### config.mk
export PLATFORM = sky130hd
export DESIGN_NAME = slave_port
export DESIGN_NICKNAME = d
export VERILOG_FILES = /design/src/rtl/bus_pkg.sv /design/src/rtl/shift_reg_sipo_piso.sv /design/src/rtl/slave_port.sv
export SDC_FILE = /design/constraint.sdc
export NUM_CORES = 1
export LEC_CHECK = 0
export ABC_AREA = 1
export CAP_MARGIN = 10
export CORE_UTILIZATION = 51
export DETAILED_ROUTE_END_ITERATION = 7
export PLACE_DENSITY = 0.84
export SYNTH_ARGS = -nofsm -noshare
export SYNTH_HDL_FRONTEND = slang
export SYNTH_SLANG_ARGS = --single-unit
### constraint.sdc
create_clock -name clk -period 2.85 [get_ports clk]
set_clock_uncertainty 0.15 [all_clocks]
set_input_delay 0.855 -clock clk [delete_from_list [all_inputs] [get_ports clk]]
set_output_delay 0.855 -clock clk [all_outputs]
set_load 0.1 [all_outputs]
### src/rtl/bus_pkg.sv
// Shared definitions for the serial system bus: default widths, bit ordering
// and the slave-port state encoding.
package bus_pkg;

  localparam int BUS_ADDR_W = 12;
  localparam int BUS_DATA_W = 8;

  // Serial streams carry the most significant bit first; master_port relies on this too.
  localparam bit MSB_FIRST = 1'b1;

  typedef enum logic [2:0] {
    SP_IDLE    = 3'd0,
    SP_RX_ADDR = 3'd1,
    SP_RX_DATA = 3'd2,
    SP_MEM_REQ = 3'd3,
    SP_RD_WAIT = 3'd4,
    SP_TX_DATA = 3'd5
  } sp_state_e;

  function automatic int max_int(input int a, input int b);
    return (a > b) ? a : b;
  endfunction

endpackage

### src/rtl/shift_reg_sipo_piso.sv
// Shift register with serial input, parallel load and serial output, ordered
// according to the bus bit-ordering constant.
module shift_reg_sipo_piso
  import bus_pkg::*;
#(
  parameter int W = 8
) (
  input  logic         clk,
  input  logic         rstn,
  input  logic         load_en,
  input  logic [W-1:0] load_data,
  input  logic         shift_en,
  input  logic         serial_in,
  output logic [W-1:0] q,
  output logic         serial_out
);

  logic [W-1:0] q_r;

  // Storage: parallel load takes priority over a shift in the same cycle.
  always_ff @(posedge clk or negedge rstn) begin
    if (!rstn) begin
      q_r <= '0;
    end else if (load_en) begin
      q_r <= load_data;
    end else if (shift_en) begin
      if (MSB_FIRST) begin
        q_r <= {q_r[W-2:0], serial_in};
      end else begin
        q_r <= {serial_in, q_r[W-1:1]};
      end
    end else begin
      q_r <= q_r;
    end
  end

  assign q          = q_r;
  assign serial_out = MSB_FIRST ? q_r[W-1] : q_r[0];

endmodule

### src/rtl/slave_port.sv
// Serial-bus slave port: collects address/write data bits into a parallel slave
// request and streams read data back to the master one bit per beat.
module slave_port
  import bus_pkg::*;
#(
  parameter int ADDR_W = BUS_ADDR_W,
  parameter int DATA_W = BUS_DATA_W
) (
  input  logic              clk,
  input  logic              rstn,
  input  logic              sp_addr,
  input  logic              sp_wr_data,
  input  logic              sp_wr_en,
  input  logic              sp_master_valid,
  input  logic              sp_master_ready,
  output logic              sp_rd_data,
  output logic              sp_slave_ready,
  output logic              sp_slave_valid,
  output logic [ADDR_W-1:0] s_addr,
  output logic [DATA_W-1:0] s_wr_data,
  output logic              s_wr_en,
  output logic              s_valid,
  input  logic              s_ready,
  input  logic [DATA_W-1:0] s_rd_data,
  input  logic              s_rd_valid
);

  localparam int CNT_W = $clog2(max_int(ADDR_W, DATA_W));

  sp_state_e         state_r, state_s;
  logic [CNT_W-1:0]  count_r, count_s;
  logic              wr_en_r, wr_en_s;
  logic              addr_shift_s;
  logic              data_shift_s;
  logic              data_load_s;
  logic              data_serial_s;
  logic [ADDR_W-1:0] addr_q_s;
  logic [DATA_W-1:0] data_q_s;
  logic              data_msb_s;
  logic              addr_msb_unused_s;

  // Address shifter only ever shifts in; its serial output has no consumer.
  shift_reg_sipo_piso #(.W(ADDR_W)) u_addr_sr (
    .clk        (clk),
    .rstn       (rstn),
    .load_en    (1'b0),
    .load_data  ({ADDR_W{1'b0}}),
    .shift_en   (addr_shift_s),
    .serial_in  (sp_addr),
    .q          (addr_q_s),
    .serial_out (addr_msb_unused_s)
  );

  // Data shifter is shared: write data shifts in, read data loads then shifts out.
  shift_reg_sipo_piso #(.W(DATA_W)) u_data_sr (
    .clk        (clk),
    .rstn       (rstn),
    .load_en    (data_load_s),
    .load_data  (s_rd_data),
    .shift_en   (data_shift_s),
    .serial_in  (data_serial_s),
    .q          (data_q_s),
    .serial_out (data_msb_s)
  );

  // State, bit counter and transfer direction registers.
  always_ff @(posedge clk or negedge rstn) begin
    if (!rstn) begin
      state_r <= SP_IDLE;
      count_r <= '0;
      wr_en_r <= 1'b0;
    end else begin
      state_r <= state_s;
      count_r <= count_s;
      wr_en_r <= wr_en_s;
    end
  end

  // Next-state, counter and shifter control; beats only occur in states that handshake.
  always_comb begin
    state_s       = state_r;
    count_s       = count_r;
    wr_en_s       = wr_en_r;
    addr_shift_s  = 1'b0;
    data_shift_s  = 1'b0;
    data_load_s   = 1'b0;
    data_serial_s = 1'b0;
    case (state_r)
      SP_IDLE: begin
        if (sp_master_valid) begin
          addr_shift_s = 1'b1;
          wr_en_s      = sp_wr_en;
          count_s      = CNT_W'(1);
          state_s      = SP_RX_ADDR;
        end else begin
          state_s = SP_IDLE;
        end
      end
      SP_RX_ADDR: begin
        if (sp_master_valid) begin
          addr_shift_s = 1'b1;
          if (count_r == CNT_W'(ADDR_W - 1)) begin
            count_s = '0;
            state_s = wr_en_r ? SP_RX_DATA : SP_MEM_REQ;
          end else begin
            count_s = count_r + CNT_W'(1);
          end
        end else begin
          state_s = SP_RX_ADDR;
        end
      end
      SP_RX_DATA: begin
        data_serial_s = sp_wr_data;
        if (sp_master_valid) begin
          data_shift_s = 1'b1;
          if (count_r == CNT_W'(DATA_W - 1)) begin
            count_s = '0;
            state_s = SP_MEM_REQ;
          end else begin
            count_s = count_r + CNT_W'(1);
          end
        end else begin
          state_s = SP_RX_DATA;
        end
      end
      SP_MEM_REQ: begin
        if (s_ready) begin
          state_s = wr_en_r ? SP_IDLE : SP_RD_WAIT;
        end else begin
          state_s = SP_MEM_REQ;
        end
      end
      SP_RD_WAIT: begin
        if (s_rd_valid) begin
          data_load_s = 1'b1;
          count_s     = '0;
          state_s     = SP_TX_DATA;
        end else begin
          state_s = SP_RD_WAIT;
        end
      end
      SP_TX_DATA: begin
        if (sp_master_ready) begin
          data_shift_s = 1'b1;
          if (count_r == CNT_W'(DATA_W - 1)) begin
            count_s = '0;
            state_s = SP_IDLE;
          end else begin
            count_s = count_r + CNT_W'(1);
          end
        end else begin
          state_s = SP_TX_DATA;
        end
      end
      default: begin
        count_s = '0;
        state_s = SP_IDLE;
      end
    endcase
  end

  // Bus and slave handshake outputs decoded from the current state.
  always_comb begin
    sp_slave_ready = 1'b0;
    sp_slave_valid = 1'b0;
    sp_rd_data     = 1'b0;
    s_valid        = 1'b0;
    case (state_r)
      SP_IDLE, SP_RX_ADDR, SP_RX_DATA: sp_slave_ready = 1'b1;
      SP_MEM_REQ:                      s_valid        = 1'b1;
      SP_TX_DATA: begin
        sp_slave_valid = 1'b1;
        sp_rd_data     = data_msb_s;
      end
      SP_RD_WAIT:                      s_valid        = 1'b0;
      default:                         sp_slave_ready = 1'b0;
    endcase
  end

  assign s_addr    = addr_q_s;
  assign s_wr_data = data_q_s;
  assign s_wr_en   = wr_en_r;

endmodule

Word-level counts from Yosys, hierarchy flattened
Cells that the tools add are included.
{"block": "word_totals", "reg_bits": 28, "elab_cells": 62, "input_bits": 17}
{"block": "classes", "bitwise_logic": 1, "reduce_logical": 7, "add_sub_neg": 1, "mux": 33, "n_eq_ne": 15}
{"op": "2-to-1 mux 4 bit", "n": 7}
{"op": "2-to-1 mux 3 bit", "n": 8}
{"op": "one-hot mux 4 bit (6 select lines)", "n": 1}
{"op": "one-hot mux 3 bit (6 select lines)", "n": 1}
{"op": "2-to-1 mux 8 bit", "n": 2}
{"op": "2-to-1 mux 1 bit", "n": 13}
{"op": "!= test 2 bit (second input constant)", "n": 5}
{"op": "!= test 3 bit (second input constant)", "n": 3}
{"op": "== test 3 x 2 -> 1 bit (second input constant)", "n": 2}
{"op": "== test 3 bit (second input constant)", "n": 2}
{"op": "AND reduction 6 bit", "n": 1}
{"op": "adder 4 x 1 -> 4 bit (second input constant)", "n": 1}
{"op": "== test 4 x 3 -> 1 bit (second input constant)", "n": 1}
{"op": "== test 4 bit (second input constant)", "n": 1}
{"op": "== test 3 x 1 -> 1 bit (second input constant)", "n": 1}
{"op": "logical NOT 3 bit", "n": 1}
{"op": "AND reduction 3 bit", "n": 1}
{"op": "OR reduction 3 bit", "n": 1}
{"op": "one-hot mux 1 bit (2 select lines)", "n": 1}
{"op": "AND reduction 2 bit", "n": 1}
{"op": "nonzero test 2 bit", "n": 1}
{"op": "OR reduction 2 bit", "n": 1}
{"op": "NOT 1 bit", "n": 1}

Depth between registers and ports, before layout
Gate-level depths: netlist (run 1).
{"block": "logic_depth", "depth_word": 4, "depth_mapped": 9}

By module
Synthesis (run 1) repeated with hierarchy kept, for this count alone.
{"block": "hier_totals", "hier_cells": 226, "hier_area_um2": 1704.1}
{"module": "slave_port", "area_each_um2": 747.0, "instances": 1, "cells_each": 114}
{"module": "shift_reg_sipo_piso at u_addr_sr", "area_each_um2": 575.6, "instances": 1, "cells_each": 67}
{"module": "shift_reg_sipo_piso at u_data_sr", "area_each_um2": 381.6, "instances": 1, "cells_each": 45}

Worst setup path after synthesis (run 1)
Ideal clock, no wire load.
{"block": "synth_timing", "kind": "reg2out", "from": "register state_r[2]", "to": "output port sp_slave_ready", "path_stages_with_launch": 3, "arrival_time_ns": 1.972, "slack_ns": -0.127, "path_buffers": 1, "required_ns": 1.845, "cell_sequence": "dfrtp_1 > buf_2 > a21oi_1"}
{"block": "synth_via", "elab_chain_len": 3, "elab_cells_between_ends": 5, "classes_between": "eq/ne: 2; mux: 1; reduce/logical: 2"}
{"element": "from (decl)", "line_no": "slave_port.sv:30", "rtl": "sp_state_e state_r, state_s;"}
{"element": "from (signal assigned)", "line_no": "slave_port.sv:73", "rtl": "state_r <= state_s;"}
{"element": "== test 3 x 2 -> 1 bit (tied with other cells)", "line_no": "slave_port.sv:168", "rtl": "case (state_r)"}
{"element": "OR reduction 3 bit (*)", "line_no": "slave_port.sv:168"}
{"element": "2-to-1 mux 1 bit (*)", "line_no": "slave_port.sv:168"}
{"element": "to (decl)", "line_no": "slave_port.sv:17", "rtl": "output logic sp_slave_ready,"}
Every way passes the cells marked *; elsewhere a longest branch is shown, timed or not.

Final worst setup path (run 1)
{"block": "layout_timing", "from": "register state_r[0]", "to": "output port sp_rd_data"}
{"block": "layout_via", "elab_chain_len": 2}
{"element": "== test 3 bit", "line_no": "slave_port.sv:168"}
{"element": "2-to-1 mux 1 bit", "line_no": "slave_port.sv:168"}
{"element": "to (decl)", "line_no": "slave_port.sv:16", "rtl": "output logic sp_rd_data,"}
Every way passes these cells.

==> run summary, run 1 <==
Largest net degree at the start of global routing - 29
CTS buffer count - 3
Synth Warn # - 0
Die W - 57.25 µm
CTS resizes - 0
Worst r2r src - state_r[2]$_DFFE_PN0P_
Max_slew headroom - 0.5334
Main synth FF type - dfrtp_1
Delay-heaviest family, CP - flip-flops
Endpoints failing setup - 0
Worst EP arrival - 1.53 ns
Initial cell density of the core - 0.5502
Synth area leader - dfrtp_1
Mapped cell area - 1556 µm²
Yosys cell types - 23
Violated checks - DRC
CTS tree - yes
Critical Path, Cell by Cell - nand3_1, nor2_2, buf_12
CP peak stage delay - 0.57 ns
CTS root buffer - clkbuf_4
DIE AREA - 3277 µm²
Max clock buf depth - 2
Post-synthesis mux area share - 0
Synth Area in Simple Gates - 0.3039
Post-synth top area share - 0.4502
Reg2Reg Setup Slack - 0.92 ns
Layout cells sized above 1 - 0.2149
Chip Height - 57.25 µm
Commonest cells post-synth - nand2_1, dfrtp_1, inv_1
# fillers - 230
Crit path depth - 3
Post-synth EDFFs - 0
# nets final - 261
Via count - 1483
DR iter-0 viols - 88
Sink Count - 28
Top area cells in the synthesized netlist - dfrtp_1, nand2_1, nand3_1
RSZ-0062 raised after global routing - no
Place WS - 0.3388 ns
Wire per inst - 12.83 µm
Final hold violations - 0
Setup_tns - 0 ns
Startpoint types - register
Synthesized instance count - 201
N_diodes - 0
Setup crit end - sp_rd_data
Final core utilization - 0.7081
Initial antenna violation count - 0
Vias in the first global route - 1395
Site Rows - 19
Compound-Gate Fraction of Synth Area - 0.1326
Post-Synth Adder-Cell Area - 0.008039
Total Wirelength - 3.502 mm
# IOs - 42
Flip-flop and latch count after synthesis - 28
Synth async-reset ratio - 1.000
Required time worst endpoint - 1.85 ns
First-pass GRT wire length - 6.065 mm
Post-DP HPWL - 2.514 mm
Setup crit end kind - output port
Largest family of logic cells by synthesized area - simple AND/OR/NAND/NOR gates
Via density - 5.432
Worst R2R End - u_addr_sr.q[9]$_DFFE_PN0P_
Gr usage total - 0.2382
Setup bufs post-CTS - 0
Clock latency at the later pin of the worst-skew pair - 0.34 ns
Synth Net Count - 219
CP max FO - 9
Top-count cell post-synth - nand2_1
Pins over their slew limit - 0
Highest clock rate - 0.3945 GHz
Worst Path Buf+Inv - 1
Total core area - 2829 µm²
Clock slew at reported path FFs - 0.16 ns
Path depth of the worst reg2reg path - 6
Final period util - 0.8894
Number of max-cap violations - 0
Final GP Congestion - 0.9005
IO buf count - 41
Min-Delay Path Class - reg -> reg
Drt drc - 4
Mean area per synthesized cell - 7.744 µm²
Post-CTS Hold Buffers - 0
Synth-to-Final Area Change - 28.70%
CP startpoint - state_r[0]$_DFFE_PN0P_
Xor and xnor area share after synthesis - 0
Worst slew pin tran - 0.6983 ns
DRT antenna net count - 0
Worst setup path class - reg -> out
Grt total ovfl - 0
Status - finished with violations
Crit path time final - 2.535 ns
Slowest stage cell, crit path - dfrtp_1
1st-pass router iterations - 6
Sequential share of the synthesized area - 0.4502
Setup WS post-layout - 0.3152 ns
H-Tree Depth - 1
==> stage by stage <==
stage | cells | hold WS, ns | instance area, µm²
6_report | 273 | 0.3673 | 2003
5_1_grt | 273 | 0.4109 | 2003
4_1_cts | 273 | 0.3766 | 2003
3_5_place_dp | 269 | 0.3407 | 1951
3_3_place_gp | 269 | 0.3201 | 1951
2_1_floorplan | 201 | 0.3062 | 1563
==> flip-flops by register name, indices dropped and copies added (netlist names) <==
| register | flops |
|---|---|
| u_addr_sr.q | 12 |
| u_data_sr.q | 8 |
| count_r | 4 |
| state_r | 3 |
| s_wr_en | 1 |
==> kinds of logic after synthesis <==
| family | Yosys count |
|---|---|
| compound gates | 29 |
| fa+ha+maj | 1 |
| buf+inv | 35 |
| flops | 28 |
| simple gates | 108 |
==> how the worst min path moves through the flow <==
stage               cells past startpoint                     endpoint                         from
floorplan                               2  u_addr_sr.q[11]$_DFFE_PN0P_  u_addr_sr.q[11]$_DFFE_PN0P_
global placement                        2  u_addr_sr.q[11]$_DFFE_PN0P_  u_addr_sr.q[11]$_DFFE_PN0P_
detailed placement                      2  u_addr_sr.q[11]$_DFFE_PN0P_  u_addr_sr.q[11]$_DFFE_PN0P_
CTS                                     2  u_addr_sr.q[11]$_DFFE_PN0P_  u_addr_sr.q[11]$_DFFE_PN0P_
global route                            2  u_addr_sr.q[11]$_DFFE_PN0P_  u_addr_sr.q[11]$_DFFE_PN0P_
finish                                  2  u_addr_sr.q[11]$_DFFE_PN0P_  u_addr_sr.q[11]$_DFFE_PN0P_
==> placed cells by master (no fill, tap or decap), types with 2 or more instances in the layout <==
cell	synthesis	layout
clkdlybuf4s50_1	0	16
o21ai_0	7	7
buf_12	0	3
nand4_1	8	8
nand3_1	25	25
clkbuf_4	0	3
inv_1	26	26
nor2_2	3	4
nor2_1	12	11
buf_4	2	25
inv_2	2	2
nand2_1	58	58
o21ai_2	10	10
dfrtp_1	28	28
o21ai_1	3	3
o211ai_1	3	3
==> metal layers <==
| layer | wire length, µm | part of all wire | GRT usage |
|---|---|---|---|
| met1 | 1564 | 0.45 | 0.3204 |
| met2 | 1700 | 0.49 | 0.4067 |
| met5 | 0 | 0 | 0 |
| met3 | 174 | 0.050 | 0.02494 |
| met4 | 63 | 0.018 | 0.07666 |
==> worst min-delay path: stages, from the launching register on <==
cell and delay, ns:
dfrtp_1 0.38, nand2_1 0.07, o21ai_2 0.05
==> cell type report <==
cell class | count | area, µm² | share of cell area
clock buffer | 3 | 22.52 | 0.01124
inverter | 28 | 105.1 | 0.05247
clock inverter | 1 | 30.03 | 0.01499
multi-input combinational | 138 | 698.2 | 0.3485
sequential | 28 | 700.7 | 0.3498
timing repair buffer | 44 | 407.9 | 0.2036
tap | 31 | 38.79 | 0.01936
Power of run 1 is left out: the tool's default activity adds up to more than one toggle a clock period on the data nets, which glitch-free logic cannot reach.
==> run 2: changes to the inputs <==
--- a/config.mk
+++ b/config.mk
@@ -10,6 +10,7 @@
 export CORE_UTILIZATION = 51
 export DETAILED_ROUTE_END_ITERATION = 7
 export PLACE_DENSITY = 0.84
+export SKIP_LAST_GASP = 1
 export SYNTH_ARGS = -nofsm -noshare
 export SYNTH_HDL_FRONTEND = slang
 export SYNTH_SLANG_ARGS = --single-unit
==> results of run 2 <==
The final DEF is identical to that of run 1; final timing and power are the same.
Power of run 2 is left out for the same reason.
==> run 3: changes to the inputs <==
--- a/config.mk
+++ b/config.mk
@@ -10,6 +10,7 @@
 export CORE_UTILIZATION = 51
 export DETAILED_ROUTE_END_ITERATION = 7
 export PLACE_DENSITY = 0.84
+export REMOVE_ABC_BUFFERS = 1
 export SKIP_LAST_GASP = 1
 export SYNTH_ARGS = -nofsm -noshare
 export SYNTH_HDL_FRONTEND = slang
==> run 3 against run 2 <==
Compared with the run above:
- the run still ends with DRC left
- die area did not move
- register-to-register slack improved by 0.04 ns
- critical endpoint unchanged
- global-route usage fell by 2.0 points
- design area fell by 0.31%
- clock-buffer cell count did not move
- non-clock buffer count did not move
- flip-flop and latch count did not move
- wire length fell by 6.2%
==> run summary, run 3 (synthesized netlist as in run 1, its figures left out) <==
Delay-heaviest family, CP - flip-flops
Worst Path Buf+Inv - 1 (unchanged)
H-Tree Depth - 1 (unchanged)
Most frequent cells in the layout - nand2_1, dfrtp_1, inv_1
Sink Count - 28 (unchanged)
Commonest non-fill, non-tap cell in the layout - nand2_1
Required time worst endpoint - 1.85 ns (about the same)
Setup crit end - sp_rd_data
Post-DP HPWL - 2.524 mm (+0.39%)
Grt total ovfl - 0 (unchanged)
Vias in the first global route - 1326 (-4.9%)
Chip Height - 57.25 µm (unchanged)
Status - finished with violations
Post-CTS Hold Buffers - 0 (unchanged)
Setup crit end kind - output port
Endpoints failing setup - 0 (unchanged)
# nets final - 261 (unchanged)
Site Rows - 19 (unchanged)
Min-Delay Path Class - reg -> reg
CP max FO - 10 (+1)
Gr usage total - 0.2177 (-0.02046)
DR iter-0 viols - 72 (-18%)
Crit path depth - 3 (unchanged)
Place WS - 0.3374 ns (-0.001408 ns)
DIE AREA - 3277 µm² (unchanged)
Slowest stage cell, crit path - dfrtp_1
First-pass GRT wire length - 5.609 mm (-7.5%)
Reg2Reg Setup Slack - 0.96 ns (+0.04 ns)
# IOs - 42 (unchanged)
Largest net degree at the start of global routing - 29 (unchanged)
Final hold violations - 0 (unchanged)
Via count - 1453 (-2.0%)
CP startpoint - state_r[2]$_DFFE_PN0P_
Wire per inst - 12.03 µm (-6.2%)
Via density - 5.322 (-2.0%)
Final GP Congestion - 0.9296 (+3.2%)
CTS buffer count - 3 (unchanged)
Clock slew at reported path FFs - 0.15 ns (about the same)
Synth-to-Final Area Change - 28.30%
Pins over their slew limit - 0 (unchanged)
Max reg flops - 12 (unchanged)
Final period util - 0.9018 (+0.01239)
Worst setup path class - reg -> out
N_diodes - 0 (unchanged)
Total Wirelength - 3.284 mm (-6.2%)
CTS tree - yes
Layout cells sized above 1 - 0.2066 (-0.008264)
Initial antenna violation count - 0 (unchanged)
Setup WS post-layout - 0.2799 ns (-0.03530 ns)
Max clock buf depth - 2 (unchanged)
IO buf count - 41 (unchanged)
Crit path time final - 2.570 ns (+0.03530 ns)
Die W - 57.25 µm (unchanged)
CTS resizes - 0 (unchanged)
Highest clock rate - 0.3891 GHz (-1.4%)
RSZ-0062 raised after global routing - no
CP peak stage delay - 0.55 ns (-0.02 ns)
Critical Path, Cell by Cell - nand3_1, nor2_1, buf_12
# fillers - 219 (-4.8%)
Setup bufs post-CTS - 0 (unchanged)
Total core area - 2829 µm² (unchanged)
Max_slew headroom - 0.5473 (+0.01387)
Path depth of the worst reg2reg path - 6 (unchanged)
CTS root buffer - clkbuf_4
Worst R2R End - u_addr_sr.q[3]$_DFFE_PN0P_
DRT antenna net count - 0 (unchanged)
Worst slew pin tran - 0.6775 ns (-0.02076 ns)
Clock latency at the later pin of the worst-skew pair - 0.32 ns (-0.02 ns)
Worst EP arrival - 1.57 ns (+0.04 ns)
Violated checks - DRC
Initial cell density of the core - 0.5502 (unchanged)
Drt drc - 2 (-2)
1st-pass router iterations - 7 (+1)
Number of max-cap violations - 0 (unchanged)
Startpoint types - register
Worst r2r src - state_r[2]$_DFFE_PN0P_
-- run 3: cell counts in the layout (fill, tap and decap cells not counted) --
Identical to the previous run, type by type.
-- run 3: worst min path at each step --
stage | slack (ns) | to | from | depth (start not counted)
detailed placement | 0.34 | u_addr_sr.q[11]$_DFFE_PN0P_ | u_addr_sr.q[11]$_DFFE_PN0P_ | 2
finish | 0.37 | u_addr_sr.q[11]$_DFFE_PN0P_ | u_addr_sr.q[11]$_DFFE_PN0P_ | 2
floorplan | 0.34 | count_r[3]$_DFFE_PN0P_ | count_r[3]$_DFFE_PN0P_ | 2
global placement | 0.32 | u_addr_sr.q[11]$_DFFE_PN0P_ | u_addr_sr.q[11]$_DFFE_PN0P_ | 2
global route | 0.38 | u_addr_sr.q[11]$_DFFE_PN0P_ | u_addr_sr.q[11]$_DFFE_PN0P_ | 2
CTS | 0.37 | u_addr_sr.q[11]$_DFFE_PN0P_ | u_addr_sr.q[11]$_DFFE_PN0P_ | 2
-- run 3: layout make-up --
cell class / instances / area [µm²] / share of cell area
clock buffer: 3 / 22.52 / 0.01128
inverter: 28 / 105.1 / 0.05263
clock inverter: 1 / 30.03 / 0.01504
tap: 31 / 38.79 / 0.01942
multi-input combinational: 138 / 691.9 / 0.3465
sequential: 28 / 700.7 / 0.3509
timing repair buffer: 44 / 407.9 / 0.2043
-- run 3: layer usage --
metal,up-vias,share of wire,track usage
met5,-,0,0
met4,0,0.0040,0.04530
met3,2,0.058,0.02948
met2,51,0.50,0.3714
met1,668,0.44,0.2988
li1,732,-,-
-- run 3: through the flow --
stage                     TNS (ns)  utilization  instances  cell area (µm²)  hold slack (ns)
final                            0       0.7059        273             1997           0.3661
after global routing             0       0.7059        273             1997           0.3838
after CTS                        0       0.7059        273             1997           0.3706
after detailed placement         0       0.6873        269             1944           0.3368
after global placement           0       0.6873        269             1944           0.3213
after floorplan            -0.5940            -        194             1498           0.3427
-- run 3: worst register-to-register path, stage by stage (launching register included) --
cell	delay, ns
dfrtp_1	0.55
inv_1	0.14
nand2_1	0.14
nor2_2	0.08
a21oi_4	0.54
nand2_1	0.15
o21ai_2	0.09
Power of run 3 is left out for the same reason.
